<file path="src/rtl/output_pkt_arbiter_pkg.sv">
// Shared definitions for the output packet arbiter.
//   - FSM state encoding
//   - arb_status bit positions
//   - app_mode codes and the decode that produces the arbiter enable
package output_pkt_arbiter_pkg;

  typedef enum logic {
    ARB_IDLE = 1'b0,
    ARB_XFER = 1'b1
  } arb_state_e;

  localparam int unsigned ST_BUSY      = 7;
  localparam int unsigned ST_ERR       = 6;
  localparam int unsigned ST_GRANT_LSB = 4;

  typedef enum logic [1:0] {
    APP_MODE_OFF    = 2'd0,
    APP_MODE_STREAM = 2'd1,
    APP_MODE_REPLY  = 2'd2,
    APP_MODE_DIAG   = 2'd3
  } app_mode_e;

  // Any mode other than OFF produces traffic towards the output FIFO.
  function automatic logic app_mode_arb_en(app_mode_e mode);
    return mode != APP_MODE_OFF;
  endfunction

endpackage

</file>
<file path="src/rtl/output_pkt_arbiter_if.sv">
// Bundle of the source-side and output-FIFO-side signals of the arbiter.
//   src_data/src_valid/src_last : packet sources (source i at [i*DW +: DW])
//   src_rd                      : per-source pop strobe
//   dout/wr_en/full             : output FIFO write port
//   pkt_end                     : present only when OUTPUT_ARB_PKT_END_EN is defined
// Modports: master = arbiter side, slave = sources + FIFO side.
interface output_pkt_arbiter_if #(
  parameter int unsigned N_SRC = 2,
  parameter int unsigned DW    = 16
);

  logic [N_SRC*DW-1:0] src_data;
  logic [N_SRC-1:0]    src_valid;
  logic [N_SRC-1:0]    src_last;
  logic [N_SRC-1:0]    src_rd;
  logic [DW-1:0]       dout;
  logic                wr_en;
  logic                full;
`ifdef OUTPUT_ARB_PKT_END_EN
  logic                pkt_end;
`endif

  modport master (
    input  src_data, src_valid, src_last, full,
    output src_rd, dout, wr_en
`ifdef OUTPUT_ARB_PKT_END_EN
    , output pkt_end
`endif
  );

  modport slave (
    output src_data, src_valid, src_last, full,
    input  src_rd, dout, wr_en
`ifdef OUTPUT_ARB_PKT_END_EN
    , input pkt_end
`endif
  );

endinterface

</file>
<file path="src/rtl/output_pkt_arbiter_rr_pick.sv">
// Combinational round-robin picker.
//   req  : request vector
//   last : index of the most recently served requester
//   idx  : first requester found scanning last+1, last+2, ... (mod N_SRC)
//   any  : at least one request present (idx is 0 otherwise)
module output_pkt_arbiter_rr_pick #(
  parameter  int unsigned N_SRC = 2,
  localparam int unsigned IdxW  = (N_SRC > 1) ? $clog2(N_SRC) : 1
) (
  input  logic [N_SRC-1:0] req,
  input  logic [IdxW-1:0]  last,
  output logic [IdxW-1:0]  idx,
  output logic             any
);

  always_comb begin
    idx = '0;
    any = 1'b0;
    // k = N_SRC revisits 'last' itself, so a lone requester is always found.
    for (int unsigned k = 1; k <= N_SRC; k++) begin
      if (!any && req[(32'(last) + k) % N_SRC]) begin
        any = 1'b1;
        idx = IdxW'((32'(last) + k) % N_SRC);
      end
    end
  end

endmodule

</file>
<file path="src/rtl/output_pkt_arbiter.sv">
// Output packet arbiter: shares one output FIFO write port between N_SRC packet
// sources. Packets are atomic, grants rotate round-robin at packet boundaries,
// and a packet reaching MAX_PKT_WORDS words is force-terminated (sticky err).
// Ports:
//   clk, rst_n  : clock, asynchronous active-low reset
//   en          : arbitration enable, only sampled between packets
//   bus         : output_pkt_arbiter_if.master (sources + output FIFO)
//   arb_status  : [7] busy, [6] err sticky, [5:4] grant idx, [3:0] zero
// Build option: define OUTPUT_ARB_PKT_END_EN to add bus.pkt_end, which marks the
// final word of each packet (src_last or forced end). Arbitration is identical.
module output_pkt_arbiter
  import output_pkt_arbiter_pkg::*;
#(
  parameter int unsigned N_SRC         = 2,
  parameter int unsigned DW            = 16,
  parameter int unsigned MAX_PKT_WORDS = 4096
) (
  input  logic                     clk,
  input  logic                     rst_n,
  input  logic                     en,
  output_pkt_arbiter_if.master     bus,
  output logic [7:0]               arb_status
);

  localparam int unsigned IdxW = (N_SRC > 1) ? $clog2(N_SRC) : 1;
  localparam int unsigned CntW = $clog2(MAX_PKT_WORDS);

  arb_state_e      state_q;
  logic [IdxW-1:0] grant_q, rr_ptr_q, pick_idx;
  logic [CntW-1:0] word_cnt_q;
  logic            err_q;
  logic            pick_any, xfer, cnt_max, pkt_done;

  output_pkt_arbiter_rr_pick #(
    .N_SRC (N_SRC)
  ) u_rr_pick (
    .req  (bus.src_valid),
    .last (rr_ptr_q),
    .idx  (pick_idx),
    .any  (pick_any)
  );

  assign xfer     = (state_q == ARB_XFER) & bus.src_valid[grant_q] & ~bus.full;
  assign cnt_max  = (word_cnt_q == CntW'(MAX_PKT_WORDS - 1));
  assign pkt_done = xfer & (bus.src_last[grant_q] | cnt_max);

  // Zero-latency output mux; dout is forced to 0 whenever nothing is written.
  always_comb begin
    bus.src_rd = '0;
    bus.dout   = '0;
    if (xfer) begin
      bus.src_rd[grant_q] = 1'b1;
      bus.dout            = bus.src_data[grant_q*DW +: DW];
    end
  end

  assign bus.wr_en = xfer;
`ifdef OUTPUT_ARB_PKT_END_EN
  assign bus.pkt_end = pkt_done;
`endif

  always_ff @(posedge clk or negedge rst_n) begin
    if (!rst_n) begin
      state_q    <= ARB_IDLE;
      grant_q    <= '0;
      rr_ptr_q   <= IdxW'(N_SRC - 1);  // source 0 wins the first arbitration
      word_cnt_q <= '0;
      err_q      <= 1'b0;
    end else begin
      unique case (state_q)
        ARB_IDLE: begin
          if (en && pick_any) begin
            grant_q <= pick_idx;
            state_q <= ARB_XFER;
          end
        end
        ARB_XFER: begin
          if (pkt_done) begin
            rr_ptr_q   <= grant_q;
            word_cnt_q <= '0;
            state_q    <= ARB_IDLE;
            if (!bus.src_last[grant_q]) err_q <= 1'b1;
          end else if (xfer) begin
            word_cnt_q <= word_cnt_q + CntW'(1);
          end
        end
      endcase
    end
  end

  // Status is a straight concatenation of flops.
  always_comb begin
    arb_status                      = '0;
    arb_status[ST_BUSY]             = (state_q == ARB_XFER);
    arb_status[ST_ERR]              = err_q;
    arb_status[ST_GRANT_LSB +: 2]   = 2'(grant_q);
  end

endmodule

</file>
<file path="src/flat_wrapper.sv">
// flat-port wrapper written by rule: the top's interface ports become plain ports
module output_pkt_arbiter_flat import output_pkt_arbiter_pkg::*;
#(
  parameter int unsigned N_SRC         = 2,
  parameter int unsigned DW            = 16,
  parameter int unsigned MAX_PKT_WORDS = 4096
)
  (clk, rst_n, en, arb_status, bus_src_data, bus_src_valid, bus_src_last, bus_full, bus_src_rd, bus_dout, bus_wr_en);
  output_pkt_arbiter_if #(.N_SRC(N_SRC), .DW(DW)) bus_i ();
  input  logic clk;
  input  logic rst_n;
  input  logic en;
  output logic [7:0] arb_status;
  input wire logic [$bits(bus_i.src_data)-1:0] bus_src_data;
  input wire logic [$bits(bus_i.src_valid)-1:0] bus_src_valid;
  input wire logic [$bits(bus_i.src_last)-1:0] bus_src_last;
  input wire logic [$bits(bus_i.full)-1:0] bus_full;
  output wire logic [$bits(bus_i.src_rd)-1:0] bus_src_rd;
  output wire logic [$bits(bus_i.dout)-1:0] bus_dout;
  output wire logic [$bits(bus_i.wr_en)-1:0] bus_wr_en;
  assign bus_i.src_data = bus_src_data;
  assign bus_i.src_valid = bus_src_valid;
  assign bus_i.src_last = bus_src_last;
  assign bus_i.full = bus_full;
  assign bus_src_rd = bus_i.src_rd;
  assign bus_dout = bus_i.dout;
  assign bus_wr_en = bus_i.wr_en;
  output_pkt_arbiter #(.N_SRC(N_SRC), .DW(DW), .MAX_PKT_WORDS(MAX_PKT_WORDS)) u_core (.clk(clk), .rst_n(rst_n), .en(en), .bus(bus_i), .arb_status(arb_status));
endmodule
</file>
<file path="config.mk">
export PLATFORM = sky130hd
export DESIGN_NAME = output_pkt_arbiter_flat
export DESIGN_NICKNAME = d
export VERILOG_FILES = /design/src/rtl/output_pkt_arbiter_pkg.sv /design/src/rtl/output_pkt_arbiter_if.sv /design/src/rtl/output_pkt_arbiter_rr_pick.sv /design/src/rtl/output_pkt_arbiter.sv /design/src/flat_wrapper.sv
export SDC_FILE = /design/constraint.sdc
export NUM_CORES = 1
export LEC_CHECK = 0
export ABC_AREA = 0
export CORE_UTILIZATION = 39
export DETAILED_ROUTE_END_ITERATION = 8
export PLACE_DENSITY_LB_ADDON = 0.15
export SYNTH_ARGS = -nofsm -noshare
export SYNTH_HDL_FRONTEND = slang
export SYNTH_HIERARCHICAL = 1
export SYNTH_SLANG_ARGS = --single-unit
</file>
<file path="constraint.sdc">
create_clock -name clk -period 3.7 [get_ports clk]
set_input_delay 0.555 -clock clk [delete_from_list [all_inputs] [get_ports clk]]
set_output_delay 0.555 -clock clk [all_outputs]
set_load 0.05 [all_outputs]
</file>
-- Word-level counts from Yosys, hierarchy flattened
Cells that the tools add are included.
Widths: inputs -> output; s select.
- bits in registers: 16
- latch bits: 0
- RAM bits: 0
- ROM bits: 0
- input port bits: 40
- output and inout port bits: 27
- logic and storage cells: 51
- memories kept: 0
- add/subtract/negate cells: 3
- multiply operators: 0
- divide/modulo/power cells: 0
- order comparisons: 4
- equality and inequality tests: 1
- shifts and indexed selects: 1
- muxes and demuxes: 21
- bitwise gates (word level): 7
- reduce and logical (&&, ||, !) cells: 9
- operators by type and width (operator ; number):
    $shiftx 32x6->16 ; 1
    $mux 12 ; 2
    $mux 16 ; 1
    $mux 1 ; 15
    $add 12x1->12 const B ; 1
    $eq 12x12->1 const B ; 1
    $lt 1x2->1 const B ; 3
    $reduce_and 2->1 ; 3
    $and 1x1->1 ; 3
    $logic_and 1x1->1 ; 3
    $not 1->1 ; 3
    $reduce_and 3->1 ; 1
    $add 1x1->1 const B ; 2
    $mux 2 ; 1
    $pmux 1 s2 ; 1
    $reduce_bool 2->1 ; 1
    $demux 1 s1 ; 1
    $ge 1x1->1 const B ; 1
    $logic_not 1->1 ; 1
    $or 1x1->1 ; 1

-- Depth between registers and ports, before layout
Gate-level depths: netlist of run 1.
- depth in word-level cells: 10
- mapped depth: 8
- mapped depth without buffers: 5

-- Modules after synthesis
The synthesis of run 1 kept the hierarchy.
- by module, submodules not included (module ; times used ; cells an instance ; area each (um^2) ; sequential area each (um^2)):
    output_pkt_arbiter ; 1 ; 115 ; 1057.3 ; 401.6
    output_pkt_arbiter_rr_pick ; 1 ; 2 ; 13.8 ; 0.0

-- Worst setup path before layout of run 1
Ideal clock, no wire load.
- kind: input to output
- start: input port bus_full
- end: output port bus_dout[10]
- arrival time: 2335 ps
- required time: 3145 ps
- slack: 810 ps
- stages: 4
- path buffers: 1
- cells stage by stage: nand2b_1 -> nor2_1 -> clkbuf_1 -> a22o_1
- longest elaborated chain between the ends: 3
- RTL lines (item ; RTL line ; RTL):
    from (decl) ; flat_wrapper.sv:17 ; input wire logic [$bits(bus_i.full)-1:0] bus_full;
    $not 1->1 ; output_pkt_arbiter.sv:43 ; assign xfer = (state_q == ARB_XFER) & bus.src_valid[grant_q] & ~bus.full;
    $and 1x1->1 ; output_pkt_arbiter.sv:43 ;
    $mux 16 ; output_pkt_arbiter.sv:51 ; if (xfer) begin
    to (decl) ; flat_wrapper.sv:19 ; output wire logic [$bits(bus_i.dout)-1:0] bus_dout;
Every way passes these cells.

-- Final worst setup path of run 1
- start: input port bus_full
- end: output port bus_dout[15]
The elaborated chain is that of the path after synthesis.

==> reports/results.ini, run 1 <==
[status]
status=finished, final reports clean

[clocking]
clk_path_buf_depth=2
clkSinkCount=16
cts_setup_buffers=0
cts_buffers=3
cts_tree=yes
h-tree-depth=1
path_clk_slew_ns=0.09
root_buffer=clkbuf_4
clk_latency_ns=0.28
holdBufCountCts=0
cts_resized=0

[power_and_ir_drop]
leakage_nw=0.736
power.density_nw_per_um2=522
ir_drop_v=0.000530
power.total_mw=0.917

[logic_synthesis]
yosysSeqAreaShare_pct=37.5
synth.top_cell.area_share_pct=35.0
synth-edff-count=0
async_flop_share_pct=100
synth_fa_ha_area_share_pct=1.17
netlist_area_um2=1070
synth_mux_area_share_pct=3.27
synthSimpleGateAreaFrac_pct=22.4
ys_ff_latch=16
syn_avg_cell_area_um2=9.15
synth_top_family_by_area=compound AO/OA/AOI/OAI gates
synth_compound_area_share_pct=23.4
yosysWarnings=6
syn_inst=117
ys_types=37
yosysTopAreaCell=dfrtp_1
synthTopCellsByArea=dfrtp_1, a22o_1, buf_4, nand2_1, nand3_1
ys.flop_type=dfrtp_1
synth_xor_area_share_pct=3.27

[floorplan]
fp.dieW_um=54.4
floorplan.initialDensity_pct=42.1
dieHeight_um=54.4
ios=67
dieArea_um2=2960
core_um2=2540
rows=18

[global_routing]
grt_pass1_vias=986
overflow=0
grt_max_degree=18
grt.total_usage_pct=20.5
antenna_found_initial=0
grt_pass1_wl_mm=4.32

[setup_path]
path_cells=clkdlybuf4s50_1 > nand2b_1 > or2_2 > nor2_2 > a22o_1 > buf_4
crit_type=input pin to output port
critPathTopFamily=simple AND/OR/NAND/NOR gates
critPathMaxFanout=17
startpoint=bus_full
cp.buffers_inverters=2
worstSetupStartpointType=input pin
timing.rr.start=u_core/word_cnt_q[0]
endpoint_kind=output port
crit_required_ns=3.14
crit_path_top_delay_cell=nor2_2
cp.arrival_ns=2.59
critPathMaxStageDelay_ns=0.54

[sta]
min_period_ns=3.15
worst_pin_slew_ns=0.682
clock.fmax_ghz=0.318
slew_headroom_pct=54.4
rsz0062_at_grt=false
skew_ns=0.00260
finalMaxSlewViolations=0
final_hold_viol_count=0
tns_ns=0
min_period_over_period_pct=85.1
setup_violations=0

[worst_hold_path]
min-delay-start=u_core/err_q
hp-class=register to register

[final_layout]
n_antenna_cell=0
register_area_um2=402
fillers=203
fin_nets=216
multiInputGateArea_um2=592
synthToLayoutAreaGrowth_pct=64.0
drive_gt1_share_pct=17.8

[detailed_routing]
first_pass_iters=4
dr.first_iter.drc_count=30
drc=0
wirelength_mm=3.03
routed_via_density=5.48
wl_per_cell_um=14.8
num_vias=1118
antenna_left=0

[place]
gp_congestion=0.789
io_buffers=61
dp_hpwl_mm=2.48

[flow_run]
cap_viol_max_count=0

[final cells by class]
| cell class | count | share of cell area (%) |
|---|---|---|
| Timing Repair Buffer | 62 | 39.0 |
| Multi-Input combinational cell | 91 | 33.7 |
| Sequential cell | 16 | 22.9 |
| Tap cell | 30 | 2.14 |
| Clock buffer | 4 | 2.07 |
| Inverter | 1 | 0.214 |
[worst paths after layout]
path,cells past startpoint,to,slack [ns]
setup / recovery,6,bus_dout[15],0.55
hold / removal,1,u_core/err_q,0.46
setup reg to reg,5,u_core/err_q,1.68
hold reg to reg,1,u_core/err_q,0.46
max in group asynchronous,1,u_core/word_cnt_q[5],2.59
min in group asynchronous,1,u_core/word_cnt_q[1],0.68
[sequential cells by signal, indices dropped and copies added (netlist names)]
| register | count |
|---|---|
| u_core/state_q | 1 |
| u_core/grant_q | 1 |
| u_core/err_q | 1 |
| u_core/word_cnt_q | 12 |
| u_core/rr_ptr_q | 1 |
[layer usage]
metal | wire length (um) | share of wire [%] | global-route usage (%) | vias to the layer above
li1 | - | - | - | 533
met2 | 1520 | 50 | 37.2 | 65
met3 | 363 | 12 | 5.83 | 2
met5 | 0 | 0 | 0 | -
met4 | 11 | 0.36 | 6.41 | 0
met1 | 1130 | 37 | 22.7 | 518
[cells by family (layout without fill, tap and decap cells)]
family                     Yosys count  in the layout
adders and majority gates            1              1
DFF                                 16             16
AOI/OAI and AO/OA                   33             33
other                                1              5
muxes                                3              3
and+or+nand+nor                     45             45
xor gates and xnor gates             4              4
buffers and inverters               14             67
[through the flow]
| stage | area, um2 | util (%) | instances | hold WS (ns) | setup slack, ns |
|---|---|---|---|---|---|
| floorplan | 1090 | - | 121 | 0.259 | 0.810 |
| global placement | 1720 | 67.6 | 200 | 0.441 | 0.625 |
| detailed placement | 1720 | 67.6 | 200 | 0.451 | 0.528 |
| CTS | 1760 | 69.0 | 204 | 0.471 | 0.529 |
| global route | 1760 | 69.0 | 204 | 0.517 | 0.437 |
| finish | 1760 | 69.0 | 204 | 0.462 | 0.553 |
[Yosys cell counts, drive strengths merged (2+ instances only)]
library cell / number
a21o: 2
a21oi: 3
a22o: 17
and2: 2
buf: 12
dfrtp: 15
mux2i: 2
nand2: 11
nand2b: 2
nand3: 7
nand4: 3
nor2: 6
nor4: 3
o21ai: 6
o2bb2ai: 2
or2: 3
or3: 3
or4: 2
xnor2: 3
[where the power goes]
group / switching [mW] / internal (mW)
combinational: 0.330 / 0.226
sequential: 0.0374 / 0.211
clock: 0.0524 / 0.0598
[layout by cell type (no fill, tap or decap), drive strengths merged]
cell type      instances
clkdlybuf4s50         43
buf                   19
a22o                  17
dfrtp                 15
nand2                 11
nand3                  7
o21ai                  6
nor2                   6
conb                   5
clkbuf                 4
nand4                  3
nor4                   3
xnor2                  3
a21oi                  3
or3                    3
or2                    3
nand2b                 2
a21o                   2
and2                   2
o2bb2ai                2
mux2i                  2
or4                    2
inv                    1
o31ai                  1
xor2                   1
nor3                   1
and3                   1
o41ai                  1
or3b                   1
mux2                   1
ha                     1
dfstp                  1
a21boi                 1
Note: power is estimated with default switching activity, not from simulation.
==> run 2: changes to the inputs <==
CELL_PAD_IN_SITES_DETAIL_PLACEMENT = 1   (was unset)
CELL_PAD_IN_SITES_GLOBAL_PLACEMENT = 2   (was unset)
CORE_MARGIN = 2   (was unset)
CORE_UTILIZATION = 35   (was 39)
DONT_BUFFER_PORTS = 1   (was unset)
==> run 2 against run 1 <==
Sequential share of layout area increased by 14 points. Final area shrank 37%. Total power decreased by 19%. Sequential cell count unchanged. Critical path depth is 2 lower. Die area is 19% higher. Fmax down 4.8%. Largest power group unchanged.
==> reports/results.ini, run 2 (synthesized netlist as in run 1, its figures left out) <==
[status]
status=finished, final reports clean  ; unchanged

[setup_path]
crit_required_ns=3.14  ; about the same
critPathMaxFanout=17  ; unchanged
path_cells=nand2b_1 > or2_2 > nor2_2 > a22o_1  ; was clkdlybuf4s50_1 > nand2b_1 > or2_2 > nor2_2 > a22o_1 > buf_4
cp.buffers_inverters=0  ; was 2
worstSetupStartpointType=register  ; was input pin
cp.arrival_ns=2.75  ; was 2.59 ns
critPathMaxStageDelay_ns=0.68  ; was 0.54 ns
critPathTopFamily=simple AND/OR/NAND/NOR gates  ; unchanged
rrSetupSlack_ns=1.28  ; was 1.68 ns
crit_type=register to output port  ; was input pin to output port
endpoint_kind=output port  ; unchanged
crit_path_top_delay_cell=dfrtp_1  ; was nor2_2

[floorplan]
rows=20  ; was 18
ios=67  ; unchanged
dieArea_um2=3520  ; was 2960 um2
core_um2=2980  ; was 2540 um2
dieHeight_um=59.3  ; was 54.4 um
floorplan.initialDensity_pct=36.0  ; was 42.1%
fp.dieW_um=59.3  ; was 54.4 um

[sta]
setup_violations=0  ; unchanged
tns_ns=0  ; unchanged
min_period_over_period_pct=89.4  ; was 85.1%
min_period_ns=3.31  ; was 3.15 ns
hold-worst-slack_ns=0.0991  ; was 0.462 ns
finalMaxSlewViolations=0  ; unchanged
skew_ns=0.00703  ; was 0.00260 ns
fin_ws_ns=0.394  ; was 0.553 ns
final_hold_viol_count=0  ; unchanged
rsz0062_at_grt=false  ; unchanged
worst_pin_slew_ns=0.829  ; was 0.682 ns
slew_headroom_pct=44.3  ; was 54.4%
clock.fmax_ghz=0.302  ; was 0.318 GHz

[clocking]
holdBufCountCts=1  ; was 0
h-tree-depth=1  ; unchanged
cts_tree=yes  ; unchanged
clkSinkCount=16  ; unchanged
path_clk_slew_ns=0.09  ; about the same
cts_buffers=3  ; unchanged
clk_latency_ns=0.29  ; was 0.28 ns
root_buffer=clkbuf_4  ; unchanged
cts_setup_buffers=0  ; unchanged
clk_path_buf_depth=2  ; unchanged
cts_resized=0  ; unchanged

[global_routing]
grt_max_degree=19  ; was 18
grt_pass1_vias=736  ; was 986
grt.total_usage_pct=14.7  ; was 20.5%
antenna_found_initial=0  ; unchanged
grt_pass1_wl_mm=3.72  ; was 4.32 mm
overflow=0  ; unchanged

[final_layout]
multiInputGateArea_um2=594  ; was 592 um2
fillers=348  ; was 203
regMostFlops=u_core/word_cnt_q  ; unchanged
final_common_cell=a22o_1  ; was clkdlybuf4s50_1
fin_nets=157  ; was 216
layout_common_cells=a22o_1, dfrtp_1, nand2_1, nand3_1, o21ai_0  ; was clkdlybuf4s50_1, a22o_1, dfrtp_1, nand2_1, buf_4
synthToLayoutAreaGrowth_pct=2.92  ; was 64.0%
largest_register_ffs=12  ; unchanged
drive_gt1_share_pct=13.0  ; was 17.8%
n_antenna_cell=0  ; unchanged
fin_cells=148  ; was 204
register_area_um2=402  ; unchanged

[place]
dp_hpwl_mm=2.01  ; was 2.48 mm
io_buffers=0  ; was 61
placed_cells=143  ; was 200
pre_cts_ws_ns=0.694  ; was 0.528 ns
gp_congestion=0.743  ; was 0.789

[detailed_routing]
wl_per_cell_um=17.5  ; was 14.8 um
dr.first_iter.drc_count=28  ; was 30
antenna_left=0  ; unchanged
wirelength_mm=2.60  ; was 3.03 mm
drc=0  ; unchanged
num_vias=836  ; was 1118
routed_via_density=5.65  ; was 5.48
first_pass_iters=4  ; unchanged

[power_and_ir_drop]
power.density_nw_per_um2=672  ; was 522 nW/um2
leakage_nw=0.454  ; was 0.736 nW
ir_drop_v=0.000378  ; was 0.000530 V

[worst_hold_path]
hp-class=input pin to async pin  ; was register to register

[flow_run]
cap_viol_max_count=0  ; unchanged

[run 2: metal layers]
layer	wire length (um)	global-route usage (%)	vias up
met5	0	0	-
met4	9	5.84	0
met3	143	4.80	2
met2	1210	20.3	21
met1	1240	21.0	393
li1	-	-	420
[run 2: cell type report]
| class | count | share of cell area (%) |
|---|---|---|
| multi-input combinational | 91 | 53.9 |
| inverter | 1 | 0.341 |
| clock buffer | 4 | 3.29 |
| sequential | 16 | 36.4 |
| tap | 33 | 3.75 |
| timing repair buffer | 3 | 2.27 |
[run 2: worst paths after layout]
kind,startpoint,to,depth (start not counted)
max in group asynchronous,rst_n,u_core/state_q,1
max,u_core/state_q,bus_dout[0],4
min in group clk,u_core/word_cnt_q[0],u_core/word_cnt_q[0],1
min,rst_n,u_core/rr_ptr_q,0
min reg2reg,u_core/word_cnt_q[0],u_core/word_cnt_q[0],1
max reg2reg,u_core/state_q,u_core/word_cnt_q[11],5
[run 2: stage by stage]
step | instance area [um2] | power, mW | utilization [%]
floorplan | 1090 | 0.620 | -
global placement | 1060 | 0.621 | 35.5
detailed placement | 1060 | 0.626 | 35.5
CTS | 1100 | 0.756 | 37.0
global route | 1100 | 0.791 | 37.0
finish | 1100 | 0.741 | 37.0
[run 2: power by group]
part           switching [mW]  leakage (nW)  internal [mW]  total [mW]
sequential             0.0921         0.209          0.210       0.302
clock                  0.0588        0.0210         0.0599       0.119
combinational           0.243         0.224         0.0774       0.320
total                   0.394         0.454          0.347       0.741
[run 2: worst register-to-register path: stages, from the launching register on]
cell and delay (ns):
dfrtp_1 0.68, nand2b_1 0.27, or2_2 0.43, inv_1 0.46
and2_1 0.36, a21oi_1 0.09
